--- src/rtl/hazard_stall_unit.sv ---
// Pipeline hazard/stall controller for a 5-stage in-order core.
// Latency: control outputs are combinational from inputs + FSM state; counters/FSM update on clk rise.
// Backpressure: a dmem wait freezes every stage; load-use and imem waits hold PC/IFID and bubble IDEX.
//
// Ports:
//   clk, rst_n                     clock, async active-low reset
//   IFID_rs1/rs2, IFID_uses_rs1/2  sources read by the instruction in ID
//   IDEX_rd, IDEX_mem_read         destination / load flag of the instruction in EX
//   EX_br_taken                    branch or jump in EX redirects the PC
//   EXMEM_mem_access, dmem_resp    MEM-stage dmem request and completion
//   imem_resp                      instruction memory returns a word
//   load_*                         pipeline register enables
//   bubble_ifid, bubble_idex       load a NOP instead of upstream data
//   load_use_cnt, mem_stall_cnt, flush_cnt  saturating performance counters
module hazard_stall_unit (
  input  logic        clk,
  input  logic        rst_n,
  input  logic [4:0]  IFID_rs1,
  input  logic [4:0]  IFID_rs2,
  input  logic        IFID_uses_rs1,
  input  logic        IFID_uses_rs2,
  input  logic [4:0]  IDEX_rd,
  input  logic        IDEX_mem_read,
  input  logic        EX_br_taken,
  input  logic        EXMEM_mem_access,
  input  logic        dmem_resp,
  input  logic        imem_resp,
  output logic        load_pc,
  output logic        load_ifid,
  output logic        load_idex,
  output logic        load_exmem,
  output logic        load_memwb,
  output logic        bubble_ifid,
  output logic        bubble_idex,
  output logic [15:0] load_use_cnt,
  output logic [15:0] mem_stall_cnt,
  output logic [15:0] flush_cnt
);

  typedef enum logic {FETCH = 1'b0, SQUASH = 1'b1} state_t;

  state_t      state_q;
  logic [15:0] load_use_cnt_q, load_use_cnt_d;
  logic [15:0] mem_stall_cnt_q, mem_stall_cnt_d;
  logic [15:0] flush_cnt_q, flush_cnt_d;

  logic dmem_busy;
  logic load_use;
  logic flush;
  logic lu_stall;
  logic squash_release;

  assign dmem_busy = EXMEM_mem_access & ~dmem_resp;

  // x0 never carries a real dependency, and an unread source cannot hazard.
  assign load_use = IDEX_mem_read & (IDEX_rd != 5'd0) &
                    ((IFID_uses_rs1 & (IFID_rs1 == IDEX_rd)) |
                     (IFID_uses_rs2 & (IFID_rs2 == IDEX_rd)));

  assign flush    = ~dmem_busy & EX_br_taken;
  assign lu_stall = ~dmem_busy & ~EX_br_taken & load_use;

  // The word arriving while in SQUASH belongs to the abandoned path: accept it
  // into IFID as a bubble so the fetch pipe keeps moving.
  assign squash_release = (state_q == SQUASH) & imem_resp & ~dmem_busy;

  always_comb begin
    load_pc     = 1'b1;
    load_ifid   = 1'b1;
    load_idex   = 1'b1;
    load_exmem  = 1'b1;
    load_memwb  = 1'b1;
    bubble_ifid = 1'b0;
    bubble_idex = 1'b0;
    if (dmem_busy) begin
      load_pc    = 1'b0;
      load_ifid  = 1'b0;
      load_idex  = 1'b0;
      load_exmem = 1'b0;
      load_memwb = 1'b0;
    end else if (EX_br_taken) begin
      bubble_ifid = 1'b1;
      bubble_idex = 1'b1;
    end else if (load_use || !imem_resp) begin
      load_pc     = 1'b0;
      load_ifid   = 1'b0;
      bubble_idex = 1'b1;
    end
    if (squash_release) begin
      load_pc     = 1'b1;
      load_ifid   = 1'b1;
      bubble_ifid = 1'b1;
    end
  end

  function automatic logic [15:0] sat_inc(input logic [15:0] v, input logic en);
    return (en && v != 16'hFFFF) ? v + 16'd1 : v;
  endfunction

  always_comb begin
    load_use_cnt_d  = sat_inc(load_use_cnt_q, lu_stall);
    mem_stall_cnt_d = sat_inc(mem_stall_cnt_q, dmem_busy);
    flush_cnt_d     = sat_inc(flush_cnt_q, flush);
  end

  always_ff @(posedge clk or negedge rst_n) begin
    if (!rst_n) begin
      state_q         <= FETCH;
      load_use_cnt_q  <= 16'd0;
      mem_stall_cnt_q <= 16'd0;
      flush_cnt_q     <= 16'd0;
    end else begin
      load_use_cnt_q  <= load_use_cnt_d;
      mem_stall_cnt_q <= mem_stall_cnt_d;
      flush_cnt_q     <= flush_cnt_d;
      case (state_q)
        // Redirect while the fetch is still outstanding: that word is wrong-path.
        FETCH:   if (flush && !imem_resp) state_q <= SQUASH;
        // A fresh redirect keeps squashing; otherwise leave once the stale word lands.
        SQUASH:  if (squash_release && !EX_br_taken) state_q <= FETCH;
        default: state_q <= FETCH;
      endcase
    end
  end

  assign load_use_cnt  = load_use_cnt_q;
  assign mem_stall_cnt = mem_stall_cnt_q;
  assign flush_cnt     = flush_cnt_q;

endmodule

--- config.mk ---
export PLATFORM = sky130hd
export DESIGN_NAME = hazard_stall_unit
export DESIGN_NICKNAME = d
export VERILOG_FILES = /design/src/rtl/hazard_stall_unit.sv
export SDC_FILE = /design/constraint.sdc
export NUM_CORES = 1
export LEC_CHECK = 0
export ABC_AREA = 0
export BUFFER_PORTS_ARGS = -buffer_cell sky130_fd_sc_hd__buf_4
export CORE_ASPECT_RATIO = 0.7
export CORE_UTILIZATION = 46
export CTS_CLUSTER_SIZE = 12
export DETAILED_ROUTE_END_ITERATION = 10
export GPL_ROUTABILITY_DRIVEN = 0
export PLACE_DENSITY = 0.76
export SYNTH_ARGS = -nofsm -noshare
export SYNTH_HDL_FRONTEND = slang
export SYNTH_SLANG_ARGS = --single-unit
--- constraint.sdc ---
create_clock -name clk -period 1.6 [get_ports clk]
set_clock_uncertainty 0.1 [all_clocks]
set_input_delay 0.16 -clock clk [delete_from_list [all_inputs] [get_ports clk]]
set_output_delay 0.16 -clock clk [all_outputs]
set_load 0.02 [all_outputs]
* After elaboration in Yosys (flattened, before gate mapping)
Cells that the tools add are included.
Cells by class: add/subtract/negate cells 3, equal/unequal tests 5, mux-type cells 14, bitwise gates (word level) 15, reduce and logical (&&, ||, !) cells 9
Operator list (count):
- $add A16 B1 Y16 const B | 3
- $ne A16 B16 Y1 const B | 3
- $mux W1 | 13
- $and A1 B1 Y1 | 10
- $eq A5 B5 Y1 | 2
- $logic_and A1 B1 Y1 | 5
- $reduce_bool A5 Y1 | 1
- $not A1 Y1 | 4
- $logic_not A1 Y1 | 2
- $pmux W1 S2 | 1
- $logic_or A1 B1 Y1 | 1
- $or A1 B1 Y1 | 1
Storage, ports and cells: register bits after elaboration 49, bits of input ports 24, word-level logic and storage cells 50

* Longest topological paths before layout
depth in word-level cells 9, gate-level depth with buffers 7

* Worst setup path after synthesis
No wires, ideal clock.
kind reg-to-reg, from register load_use_cnt_q[0] (netlist: load_use_cnt[0]), to register load_use_cnt_q[1] (netlist: load_use_cnt[1]), library setup time 0.125 ns, arrival 1.748 ns, required time 1.375 ns, path slack -0.373 ns, cell stages (with the launch flop) 7, buffers on the path 0, path through dfrtp_1 ha_1 nand2_1 nor4_2 nand3_2 nand3_4 mux2_4
Between the ends: cells in the longest elaborated chain, start to end 2
Ends and longest elaborated chain:
- start: declaration | RTL line 43 | logic [15:0] load_use_cnt_q, load_use_cnt_d;
- start signal: assignment | RTL line 113 | load_use_cnt_q <= load_use_cnt_d;
- branches (longest 2 deep; another with $add A16 B1 Y16)
Several ways; the timed one is not identified. A chain may end at the register's enable or synchronous reset.

* Final worst setup path
from register flush_cnt_q[9] (netlist: flush_cnt[9]), to register flush_cnt_q[1] (netlist: flush_cnt[1])
Between the ends: cells in the longest elaborated chain, start to end 2
Ends and longest elaborated chain:
- start: declaration | RTL line 45 | logic [15:0] flush_cnt_q, flush_cnt_d;
- start signal: assignment | RTL line 115 | flush_cnt_q <= flush_cnt_d;
- $ne A16 B16 Y1 | RTL line 97 | return (en && v != 16'hFFFF) ? v + 16'd1 : v;
- $logic_and A1 B1 Y1 | RTL line 97
Every way passes these cells.

==> flow_summary_export.csv <==
group,metric,value,unit
power_and_ir_drop,power.density,925,nW/um2
logic_synthesis,post_synthesis_cell_area,2590,um2
logic_synthesis,postSynthRegisterBits,49,
logic_synthesis,synth-adder-area-share,0.0145,
layout,layout_commonest_cell,"sky130_fd_sc_hd__buf_4",
layout,final_net_count,442,
route,postRouteWirelength,8190,um
timing,final-hold-violation-count,0,
logic_synthesis,synth-compound-area-share,0.0487,
timing,finalWorstSetupSlack,-0.167,ns
route,detailroute.via_count,2655,
layout,fraction_of_final_layout_cells_sized_beyond_drive_strength_1,0.635,
placement,io_buffers,78,
global_route,overflow,0,
worst_setup_path,max_stage_delay,0.40,ns
status,failed_checks,"negative setup slack",
layout,stdcell_area,4520,um2
logic_synthesis,synth_top_area_share,0.473,
clocking,cts_num_sinks,49,
clocking,clk_pin_slew,0.10,ns
logic_synthesis,postSynth.asyncResetShare,1.00,
timing,slew_viol_final,0,
die,design.die.area,5950,um2
timing,fmax,566,MHz
status,outcome,"finished, violations left",
global_route,grt.total_usage,0.277,
logic_synthesis,synth_area_leader_cell,"sky130_fd_sc_hd__dfrtp_1",
logic_synthesis,ys.flop_type,"sky130_fd_sc_hd__dfrtp_1",
power_and_ir_drop,vdd.ir_drop.worst,0.00110,V
logic_synthesis,yosys.cell_types.count,42,
worst_setup_path,critical_path_required,1.70,ns
run,max_cap_violations,0,
worst_setup_path,startpoint_type,"flop",
die,die_h,64.8,um
logic_synthesis,post_synth.cell_area_avg,10.4,um2
clocking,tritoncts.num_buffers,5,
global_route,largest_net_degree_at_the_start_of_global_routing,50,
route,initialDrtViolationCount,158,
logic_synthesis,ys_seq_area_frac,0.473,
route,final_antenna_net_count,0,
worst_setup_path,endpoint_kind,"flop",
clocking,cts_tree,"built",
die,boundaryPins,79,
route,wl_per_cell,16.8,um
logic_synthesis,synth_enable_flop_cells,0,
route,drc,0,
logic_synthesis,post_synth_xor_area_fraction,0.169,
route,drt_pre_antenna_iters,4,
worst_hold_path,worst_hold_path_type,"primary input to flop",
die,core.rowCount,22,
route,via_per_inst,5.44,
clocking,insertion_delay,0.31,ns
worst_setup_path,worst_ep_arrival_time,1.87,ns
worst_setup_path,cpMaxStageDelayCell,"sky130_fd_sc_hd__dfrtp_1",
logic_synthesis,combinational_family_with_the_most_area_after_synthesis,"simple AND/OR/NAND/NOR gates",
timing,max_slew_margin,0.585,
logic_synthesis,synth-simple-area-share,0.250,
timing,period_needed,1.77,ns
global_route,grt_antenna_before_repair,0,
placement,place.detailed.hpwl,5160,um
global_route,grt_pass1_wl,12700,um
die,core_region,5340,um2
timing,grt_setup_unrepaired,"true",
logic_synthesis,synth_net_count,276,
global_route,via_count_of_the_first_global_routing_pass,2569,
layout,area_growth,74.5,%
layout,final_cell_mix,"sky130_fd_sc_hd__buf_4, sky130_fd_sc_hd__xnor2_1, sky130_fd_sc_hd__dfrtp_1",
worst_setup_path,timing.critical_path.cells,"and3_4, and2_4, a311oi_4, buf_12, mux2_4",
timing,worstMarginPinSlew,0.622,ns
timing,setup_tns,-2.10,ns
clocking,cts_buffer_depth,2,
logic_synthesis,synth_area_leaders,"sky130_fd_sc_hd__dfrtp_1, sky130_fd_sc_hd__xnor2_1, sky130_fd_sc_hd__nand4_1",
power_and_ir_drop,leak_pwr,0.00208,uW
layout,antenna_cells_inserted,0,
worst_setup_path,critPathKind,"flop to flop",
die,floorplan.die.width,91.7,um
power_and_ir_drop,total_power,4190,uW
logic_synthesis,synth_warnings,0,
timing,setup_viol_count_final,28,
worst_setup_path,worst_path_max_fanout,5,
die,initial_core_util,0.485,
placement,placedInstanceArea,3940,um2
logic_synthesis,synth.mux.area_fraction,0.0188,
clocking,clk_root_buffer_cell,"sky130_fd_sc_hd__clkbuf_8",
logic_synthesis,syn_inst,249,
timing,finalCritPeriodShare,1.10,
clocking,htree_num_levels,2,
==> registers in the layout, indices dropped and copies added, names as in the netlist <==
name and flops:
load_use_cnt 16, mem_stall_cnt 16, flush_cnt 16, state_q 1
==> power by group <==
part	total (uW)	internal [uW]	switching (uW)
logic	1660	878	784
clock network	950	509	441
registers	1570	1430	149
==> area by class of cell <==
type	count	area, um2
fill	292	816
clock inverter	2	37.5
multi-input combinational	189	1720
tap	72	90.1
timing repair buffer	165	1320
clock buffer	6	82.6
sequential	49	1250
inverter	5	22.5
==> final timing paths <==
path	startpoint	to	slack (ns)	depth (start not counted)
max in group asynchronous	rst_n	load_use_cnt[1]	0.63	2
worst min-delay path	imem_resp	state_q	0.09	4
worst max-delay path	flush_cnt[9]	flush_cnt[1]	-0.17	5
min in group asynchronous	rst_n	mem_stall_cnt[13]	0.31	2
worst max register to register	flush_cnt[9]	flush_cnt[1]	-0.17	5
worst min register to register	mem_stall_cnt[10]	mem_stall_cnt[10]	0.44	1
==> layer usage <==
metal  wire length, um  up-vias  part of all wire  global-route usage
li1                  -     1215                 -                   -
met1              3490     1305              0.43               0.366
met2              4020      121              0.49               0.453
met3               574       14             0.070              0.0704
met4               111        0             0.014              0.0801
met5                 0        -                 0                   0
==> logic make-up (layout without fill, tap and decap cells) <==
| family | count (synthesis) | after routing |
|---|---|---|
| buf+inv | 11 | 178 |
| flops | 49 | 49 |
| mux | 4 | 4 |
| xor+xnor | 50 | 50 |
| simple gates | 117 | 117 |
| fa+ha+maj | 3 | 3 |
| compound gates | 15 | 15 |
==> cell usage after synthesis (3+ instances only) <==
library cell and instances:
sky130_fd_sc_hd__xnor2_1 44, sky130_fd_sc_hd__nand3_1 17, sky130_fd_sc_hd__ha_1 3, sky130_fd_sc_hd__nor3_1 5
sky130_fd_sc_hd__dfrtp_1 49, sky130_fd_sc_hd__inv_1 5, sky130_fd_sc_hd__nand2_1 23, sky130_fd_sc_hd__nor2_1 17
sky130_fd_sc_hd__xor2_1 6, sky130_fd_sc_hd__and3_1 14, sky130_fd_sc_hd__a31oi_1 4, sky130_fd_sc_hd__nand4_1 23
sky130_fd_sc_hd__buf_4 3
==> worst max-delay path, delay by kind of cell, from the launching register on <==
kind | cells | cell delay (ns)
buf+inv | 1 | 0.16
simple gates | 2 | 0.34
compound gates | 1 | 0.36
mux | 1 | 0.29
flops | 1 | 0.40
==> through the flow <==
stage	cells	setup slack, ns	hold slack (ns)	utilization
global route	488	-0.233	0.104	0.847
CTS	481	-0.147	0.0337	0.812
global placement	467	-0.292	0.115	0.738
detailed placement	467	-0.320	0.116	0.738
floorplan	249	-0.250	-0.236	-
finish	488	-0.167	0.0863	0.847
==> what timing repair did <==
item,4_1_cts,5_1_grt
gates resized for setup,43,31
pin swaps,38,30
hold endpoints to repair,49,0
buffers inserted,4,8
cloned,1,0
hold buffers,1,0
setup endpoints to repair,36,41
Note: power is estimated with default switching activity, not from simulation.
